`config.mk`:
```
export PLATFORM = sky130hd
export DESIGN_NAME = bus_phase_arbiter
export DESIGN_NICKNAME = d
export VERILOG_FILES = /design/src/rtl/bus_phase_arbiter_pkg.sv /design/src/rtl/bus_phase_arbiter_hold_timer.sv /design/src/rtl/bus_phase_arbiter.sv
export SDC_FILE = /design/constraint.sdc
export NUM_CORES = 1
export LEC_CHECK = 0
export CORE_MARGIN = 2
export CORE_UTILIZATION = 35
export CTS_CLUSTER_SIZE = 40
export DETAILED_ROUTE_END_ITERATION = 10
export DONT_BUFFER_PORTS = 1
export SETUP_SLACK_MARGIN = 0.3
export SYNTH_ARGS = -nofsm -noshare
export SYNTH_HDL_FRONTEND = slang
export SYNTH_SLANG_ARGS = --single-unit
```
`constraint.sdc`:
```
create_clock -name CLK -period 2.43 [get_ports CLK]
set_clock_uncertainty 0.1 [all_clocks]
set_input_delay 0.243 -clock CLK [delete_from_list [all_inputs] [get_ports CLK]]
set_output_delay 0.243 -clock CLK [all_outputs]
set_load 0.01 [all_outputs]
```
`src/rtl/bus_phase_arbiter_pkg.sv`:
```
// Shared encodings for the instruction phase sequencer and bus arbiter.
package bus_phase_arbiter_pkg;

  typedef enum logic [2:0] {
    PH_FETCH   = 3'd0,
    PH_DECODE  = 3'd1,
    PH_EXECUTE = 3'd2,
    PH_COMMIT  = 3'd3,
    PH_HOLD    = 3'd4,
    PH_HALTED  = 3'd5
  } phase_t;

  localparam int unsigned BUS_SEQX_W = 2;

  localparam logic [BUS_SEQX_W-1:0] BUS_SEQX_NONE  = 2'd0;
  localparam logic [BUS_SEQX_W-1:0] BUS_SEQX_READ  = 2'd1;
  localparam logic [BUS_SEQX_W-1:0] BUS_SEQX_WRITE = 2'd2;
  localparam logic [BUS_SEQX_W-1:0] BUS_SEQX_RMW   = 2'd3;

  // COMMIT only stretches on WAIT_N when the instruction actually uses the bus.
  function automatic logic commit_stalls(input logic wait_n,
                                         input logic [BUS_SEQX_W-1:0] seqx);
    return !wait_n && (seqx != BUS_SEQX_NONE);
  endfunction

endpackage

```
`src/rtl/bus_phase_arbiter_hold_timer.sv`:
```
// Counts consecutive HOLD cycles and flags the forced-release cycle.
module bus_phase_arbiter_hold_timer #(
  parameter int unsigned MAX_HOLD = 16,
  parameter int unsigned CNT_W    = 5
) (
  input  logic CLK,
  input  logic RESET,
  input  logic EN,
  input  logic CLR,
  output logic EXPIRE
);

  logic [CNT_W-1:0] r_hcnt;

  always_ff @(posedge CLK or posedge RESET) begin
    if (RESET) begin
      r_hcnt <= '0;
    end else if (CLR) begin
      r_hcnt <= '0;
    end else if (EN) begin
      r_hcnt <= r_hcnt + CNT_W'(1);
    end
  end

  assign EXPIRE = (r_hcnt == CNT_W'(MAX_HOLD - 1));

endmodule

```
`src/rtl/bus_phase_arbiter.sv`:
```
// Instruction phase sequencer with boundary-only DMA grants, bounded hold and HALT idle.
module bus_phase_arbiter
  import bus_phase_arbiter_pkg::*;
#(
  parameter int unsigned MAX_HOLD = 16,
  parameter int unsigned CNT_W    = 5
) (
  input  logic                  CLK,
  input  logic                  RESET,
  input  logic                  WAIT_N,
  input  logic [BUS_SEQX_W-1:0] BUS_SEQX,
  input  logic                  HALT,
  input  logic                  DMA_REQ,
  output logic                  FETCH,
  output logic                  DECODE,
  output logic                  EXECUTE,
  output logic                  COMMIT,
  output logic                  DMA_GNT,
  output logic                  BUS_OWNER,
  output logic                  HALTED
);

  phase_t r_state;
  logic   r_fair;
  logic   r_origin;

  phase_t w_next;
  logic   w_boundary;
  logic   w_hold_exit;
  logic   w_expire;

  bus_phase_arbiter_hold_timer #(
    .MAX_HOLD (MAX_HOLD),
    .CNT_W    (CNT_W)
  ) u_hold_timer (
    .CLK    (CLK),
    .RESET  (RESET),
    .EN     (r_state == PH_HOLD),
    .CLR    (w_hold_exit),
    .EXPIRE (w_expire)
  );

  always_comb begin
    w_next      = r_state;
    w_boundary  = 1'b0;
    w_hold_exit = 1'b0;
    case (r_state)
      PH_FETCH:   w_next = PH_DECODE;
      PH_DECODE:  if (WAIT_N) w_next = PH_EXECUTE;
      PH_EXECUTE: w_next = PH_COMMIT;
      PH_COMMIT: begin
        if (!commit_stalls(WAIT_N, BUS_SEQX)) begin
          w_boundary = 1'b1;
          if (DMA_REQ && !r_fair) w_next = PH_HOLD;
          else if (HALT)          w_next = PH_HALTED;
          else                    w_next = PH_FETCH;
        end
      end
      PH_HOLD: begin
        if (!DMA_REQ || w_expire) begin
          w_hold_exit = 1'b1;
          w_next      = (HALT && r_origin) ? PH_HALTED : PH_FETCH;
        end
      end
      PH_HALTED: begin
        if (DMA_REQ)    w_next = PH_HOLD;
        else if (!HALT) w_next = PH_FETCH;
      end
      default:    w_next = PH_FETCH;
    endcase
  end

  // Outputs are decoded from the next state so they line up with the state register.
  always_ff @(posedge CLK or posedge RESET) begin
    if (RESET) begin
      r_state   <= PH_FETCH;
      r_fair    <= 1'b0;
      r_origin  <= 1'b0;
      FETCH     <= 1'b1;
      DECODE    <= 1'b0;
      EXECUTE   <= 1'b0;
      COMMIT    <= 1'b0;
      DMA_GNT   <= 1'b0;
      BUS_OWNER <= 1'b0;
      HALTED    <= 1'b0;
    end else begin
      r_state <= w_next;
      if (w_hold_exit && (w_next == PH_FETCH)) r_fair <= 1'b1;
      else if (w_boundary)                     r_fair <= 1'b0;
      if ((w_next == PH_HOLD) && (r_state != PH_HOLD))
        r_origin <= (r_state == PH_HALTED);
      FETCH     <= (w_next == PH_FETCH);
      DECODE    <= (w_next == PH_DECODE);
      EXECUTE   <= (w_next == PH_EXECUTE);
      COMMIT    <= (w_next == PH_COMMIT);
      DMA_GNT   <= (w_next == PH_HOLD);
      BUS_OWNER <= (w_next == PH_HOLD);
      HALTED    <= (w_next == PH_HALTED);
    end
  end

endmodule

```
# Yosys cells after proc, flatten, opt, wreduce, memory -nomap -nowiden
# Cells that the tools add are included.
[classes]
n_mux = 17
n_reduce_logical = 14
eq_ne = 12
add_sub_neg = 1
[ops]
columns = ["operator", "count"]
rows = [
  ["$mux 3", 8],
  ["$pmux 3 s6", 1],
  ["$eq 3x2->1 const B", 4],
  ["$eq 3x3->1 const B", 4],
  ["$mux 5", 2],
  ["$eq 3x1->1 const B", 2],
  ["$logic_not 3->1", 2],
  ["$mux 1", 6],
  ["$reduce_bool 2->1", 3],
  ["$add 5x1->5 const B", 1],
  ["$eq 5x4->1 const B", 1],
  ["$logic_and 1x1->1", 5],
  ["$logic_not 1->1", 3],
  ["$ne 3x3->1 const B", 1],
  ["$logic_or 1x1->1", 1],
]
[totals]
elab_cells = 54
output_inout_bits = 7
in_bits = 7
register_bits = 16

# Depth between registers and ports, before layout
[logic_depth]
ltp_word = 8
ltp_mapped = 8
depth_no_buf = 8

# Hierarchy
# A second synthesis with hierarchy kept.
[unflattened]
cells_unflattened = 76
area_unflattened_um2 = 877.1
[by_module_without_submodules]
columns = ["mod", "area_per_inst_um2", "instances", "cells_per_inst"]
rows = [
  ["bus_phase_arbiter", 594.3, 1, 52],
  ["bus_phase_arbiter_hold_timer", 282.8, 1, 24],
]

# Worst setup path before layout
# OpenSTA, ideal clock, no wires.
[synth_timing]
kind = "reg-to-reg"
startpoint = "reg u_hold_timer.r_hcnt[0]"
endpoint = "reg r_origin"
n_path_buf = 0
stages_incl_launch_ff = 9
setup_time_ns = 0.073
setup_slack_ns = 0.383
arrival_time_ns = 1.874
path_cell_list = "dfrtp_1 ha_1 and3_1 ha_1 nand2b_1 a221oi_1 a21oi_2 nor3_2 a2bb2oi_2"
[synth_via]
elab_chain_cells = 6
[synth_lines]
columns = ["item", "line_no", "text"]
rows = [
  ["start: declaration", "bus_phase_arbiter_hold_timer.sv:13", "logic [CNT_W-1:0] r_hcnt;"],
  ["start signal: assignment", "bus_phase_arbiter_hold_timer.sv:21", "r_hcnt <= r_hcnt + CNT_W'(1);"],
  ["$eq 5x4->1", "bus_phase_arbiter_hold_timer.sv:25", "assign EXPIRE = (r_hcnt == CNT_W'(MAX_HOLD - 1));"],
  ["$logic_or 1x1->1", "bus_phase_arbiter.sv:60", "if (!DMA_REQ || w_expire) begin"],
  ["$mux 3", "bus_phase_arbiter.sv:60", ""],
  ["$pmux 3 s6", "bus_phase_arbiter.sv:47", "case (r_state)"],
  ["$eq 3x3->1", "bus_phase_arbiter.sv:90", "if ((w_next == PH_HOLD) && (r_state != PH_HOLD))"],
  ["$logic_and 1x1->1", "bus_phase_arbiter.sv:90", ""],
  ["end signal: assignment", "bus_phase_arbiter.sv:91", "r_origin <= (r_state == PH_HALTED);"],
  ["end: declaration", "bus_phase_arbiter.sv:25", "logic r_origin;"],
]
# Every way passes these cells.
# A chain may end at the register's enable or synchronous reset.

# Worst setup path in the final report
[layout_timing]
startpoint = "reg u_hold_timer.r_hcnt[0]"
endpoint = "reg r_origin"
[layout_via]
elab_chain_cells = 6
[layout_lines]
columns = ["item", "line_no", "text"]
rows = [
  ["$eq 5x4->1", "bus_phase_arbiter_hold_timer.sv:25", ""],
  ["$logic_or 1x1->1", "bus_phase_arbiter.sv:60", ""],
  ["$mux 3", "bus_phase_arbiter.sv:60", ""],
  ["$pmux 3 s6", "bus_phase_arbiter.sv:47", ""],
  ["net w_next[0]", "bus_phase_arbiter.sv:27", "phase_t w_next;"],
  ["$eq 3x3->1", "bus_phase_arbiter.sv:90", ""],
  ["$logic_and 1x1->1", "bus_phase_arbiter.sv:90", ""],
]
# The timed path passes the listed nets, and every way through them passes these cells.

==> impl_metrics.ini <==
[finish]
area_growth_syn_to_layout_pct = 14.6
layout.nets = 92
drive_above_1_share_pct = 28.0
fillCellCount = 208
post_layout_nonfiller_instances = 110
final_util_pct = 42.1
n_antenna_cell = 0

[place]
dp_hpwl_mm = 1.03
dp_slack_ps = 252
portBuffers = 0
dp_cells = 103
gp_congestion = 0.701

[clock_network]
clockBufferDepth = 2
cts.clk_slew.worst_paths_ps = 100
h-tree-depth = 1
cts-root-buf = clkbuf_4
cts_tree = yes
clock_latency_ps = 290
cts_made_buffers = 3
clock_sinks = 16

[global_route]
grt_pass1_wl_mm = 2.39
grt_usage_pct = 12.8
antenna_found_initial = 0
grt_max_degree = 17
grt_pass1_vias = 542
grt_overflow_total = 0

[sta]
hold_violations = 0
fin_tns_setup_ps = 0
worst_pin_slew_ps = 588
rsz0062_at_grt = false
clock.fmax_mhz = 490
fin_ws_ps = 388
finalMaxSlewViolations = 0
relSlewSlack_pct = 60.7
setup_viol = 0
post-route-period-util_pct = 84.0
period_minus_slack_ps = 2040

[logic_synthesis]
synth-compound-area-share_pct = 19.8
seq_area_frac_synth_pct = 49.9
synth_top_area_share_pct = 46.7
synth_area_leader_cell = dfrtp_1
synth_mux_area_share_pct = 0
yosys_warnings = 0
async_reset_ff_share_pct = 100
synth_top_family_by_area = simple AND/OR/NAND/NOR gates
synth_edf_count = 0
synth_commonest_cells = dfrtp_1 (15), inv_1 (8), nor2_1 (6), nand2_1 (5)
synth_fp_nets = 87
avgSynthCellArea_um2 = 10.3
synth_most_common_cell = dfrtp_1
netlist_instances = 78
yosys.area_share.simple_pct = 21.2
ys.flop_type = dfrtp_1
synth_seq_cells = 16
syn_area_um2 = 805
synth_xor_area_share_pct = 0
synthTopCellsByArea = dfrtp_1 (47%), inv_1 (3.7%), dfstp_2 (3.3%), ha_1 (3.1%), nand2b_1 (3.1%)
synthAdderAreaFrac_pct = 3.11
ys_types = 34

[pwr]
ir_worst_vdd_v = 0.000396
leakage_nw = 0.411
power.density_nw_per_um2 = 1130

[setup_path]
end_kind = flop
slowest_stage = a221o_2
critPathMaxStageDelay_ps = 470
critPathMaxFanout = 5
critical_path_class = flop to flop
worst_ep_required_time_ps = 2560
timing.reg2reg.setup_slack_ps = 390
cp_cell_sequence = ha_2 -> and3_4 -> ha_4 -> inv_2 -> o21ai_2 -> a221o_2 -> nor3_2 -> a2bb2oi_2
worstPathArrival_ps = 2170
cp-start-kind = flop

[die]
num_rows = 17
fp.dieArea_um2 = 2700
start_util_pct = 36.7
die_y_um = 51.9
dieWidth_um = 51.9
core_area_um2 = 2190
num_io_pins = 14

[outcome]
status = complete, no violations

[route]
wirelength_mm = 1.49
drc = 0
drt-pass1-iter-count = 4
via_per_inst = 4.95
antenna_left = 0
first_iter_violations = 9
wl_per_cell_um = 13.5
vias = 545

[job]
maxCapViolCount = 0

[hold_path]
hp-class = primary input to flop
-- layout by cell type (no fill, tap or decap), types with 2 or more instances in the layout --
cell,count
dfrtp_1,15
inv_1,7
nor2_1,6
nand2_1,5
o21ai_1,4
nand2b_1,3
o21ai_0,3
o31ai_1,3
clkbuf_4,3
nor2b_1,2
dlygate4sd3_1,2
-- final timing paths --
check                                       startpoint                endpoint  cells past startpoint
max in group asynchronous                        RESET                  r_fair                      2
worst max register to register  u_hold_timer.r_hcnt[0]                r_origin                      8
worst min-delay path                           DMA_REQ  u_hold_timer.r_hcnt[4]                      2
worst min register to register  u_hold_timer.r_hcnt[4]  u_hold_timer.r_hcnt[4]                      2
worst max-delay path            u_hold_timer.r_hcnt[0]                r_origin                      8
min in group asynchronous                        RESET  u_hold_timer.r_hcnt[2]                      2
-- power by group --
part / switching [mW] / total [mW] / internal, mW
logic: 0.194 / 0.356 / 0.162
registers: 0.125 / 0.511 / 0.385
clock network: 0.0874 / 0.179 / 0.0913
-- critical path: cells and delay by family, from the launching register on --
family / cells / cell delay [ps]
AOI/OAI and AO/OA: 3 / 650
adders and majority gates: 2 / 360
buffers and inverters: 1 / 40
DFF: 1 / 420
and+or+nand+nor: 2 / 410
-- cell families after synthesis --
family,count (synthesis)
flops,16
fa+ha+maj,2
simple gates,28
compound gates,21
buf+inv,11
-- repair_timing --
item,4_1_cts,5_1_grt
resized for setup,2,8
pin swaps,0,5
endpoints found under the hold margin,17,0
endpoints found under the setup margin,1,3
setup buffers,0,1
hold buffers,2,0
-- sequential cells by signal (all words and copies together), names as in the netlist --
signal and count:
u_hold_timer.r_hcnt 5, r_fair 1, FETCH 1, EXECUTE 1, COMMIT 1, DECODE 1, r_state 3, BUS_OWNER 1
HALTED 1, r_origin 1
-- per-layer routing --
layer,global-route usage (%),routed length [µm]
met5,0,0
met4,10.5,46
met3,3.74,58
met2,19.0,719
met1,15.2,661
-- layout make-up --
class / count / area [µm²] / area share [%]
clock buffers: 4 / 36.3 / 3.93
multi-input cells: 51 / 392 / 42.5
flip-flops and latches: 16 / 402 / 43.6
well taps: 28 / 35.0 / 3.80
repair buffers: 3 / 27.5 / 2.99
inverters: 8 / 30.0 / 3.26
-- per-stage QoR --
| step | power [mW] | hold slack [ps] | cell area (µm²) |
|---|---|---|---|
| final | 1.05 | 37.2 | 922 |
| after global routing | 1.13 | 25.3 | 922 |
| after CTS | 1.03 | 82.4 | 886 |
| after detailed placement | 0.831 | 135 | 821 |
| after global placement | 0.829 | 132 | 821 |
| after floorplan | 0.773 | 56.0 | 805 |
Power figures use the tool's default switching activity.
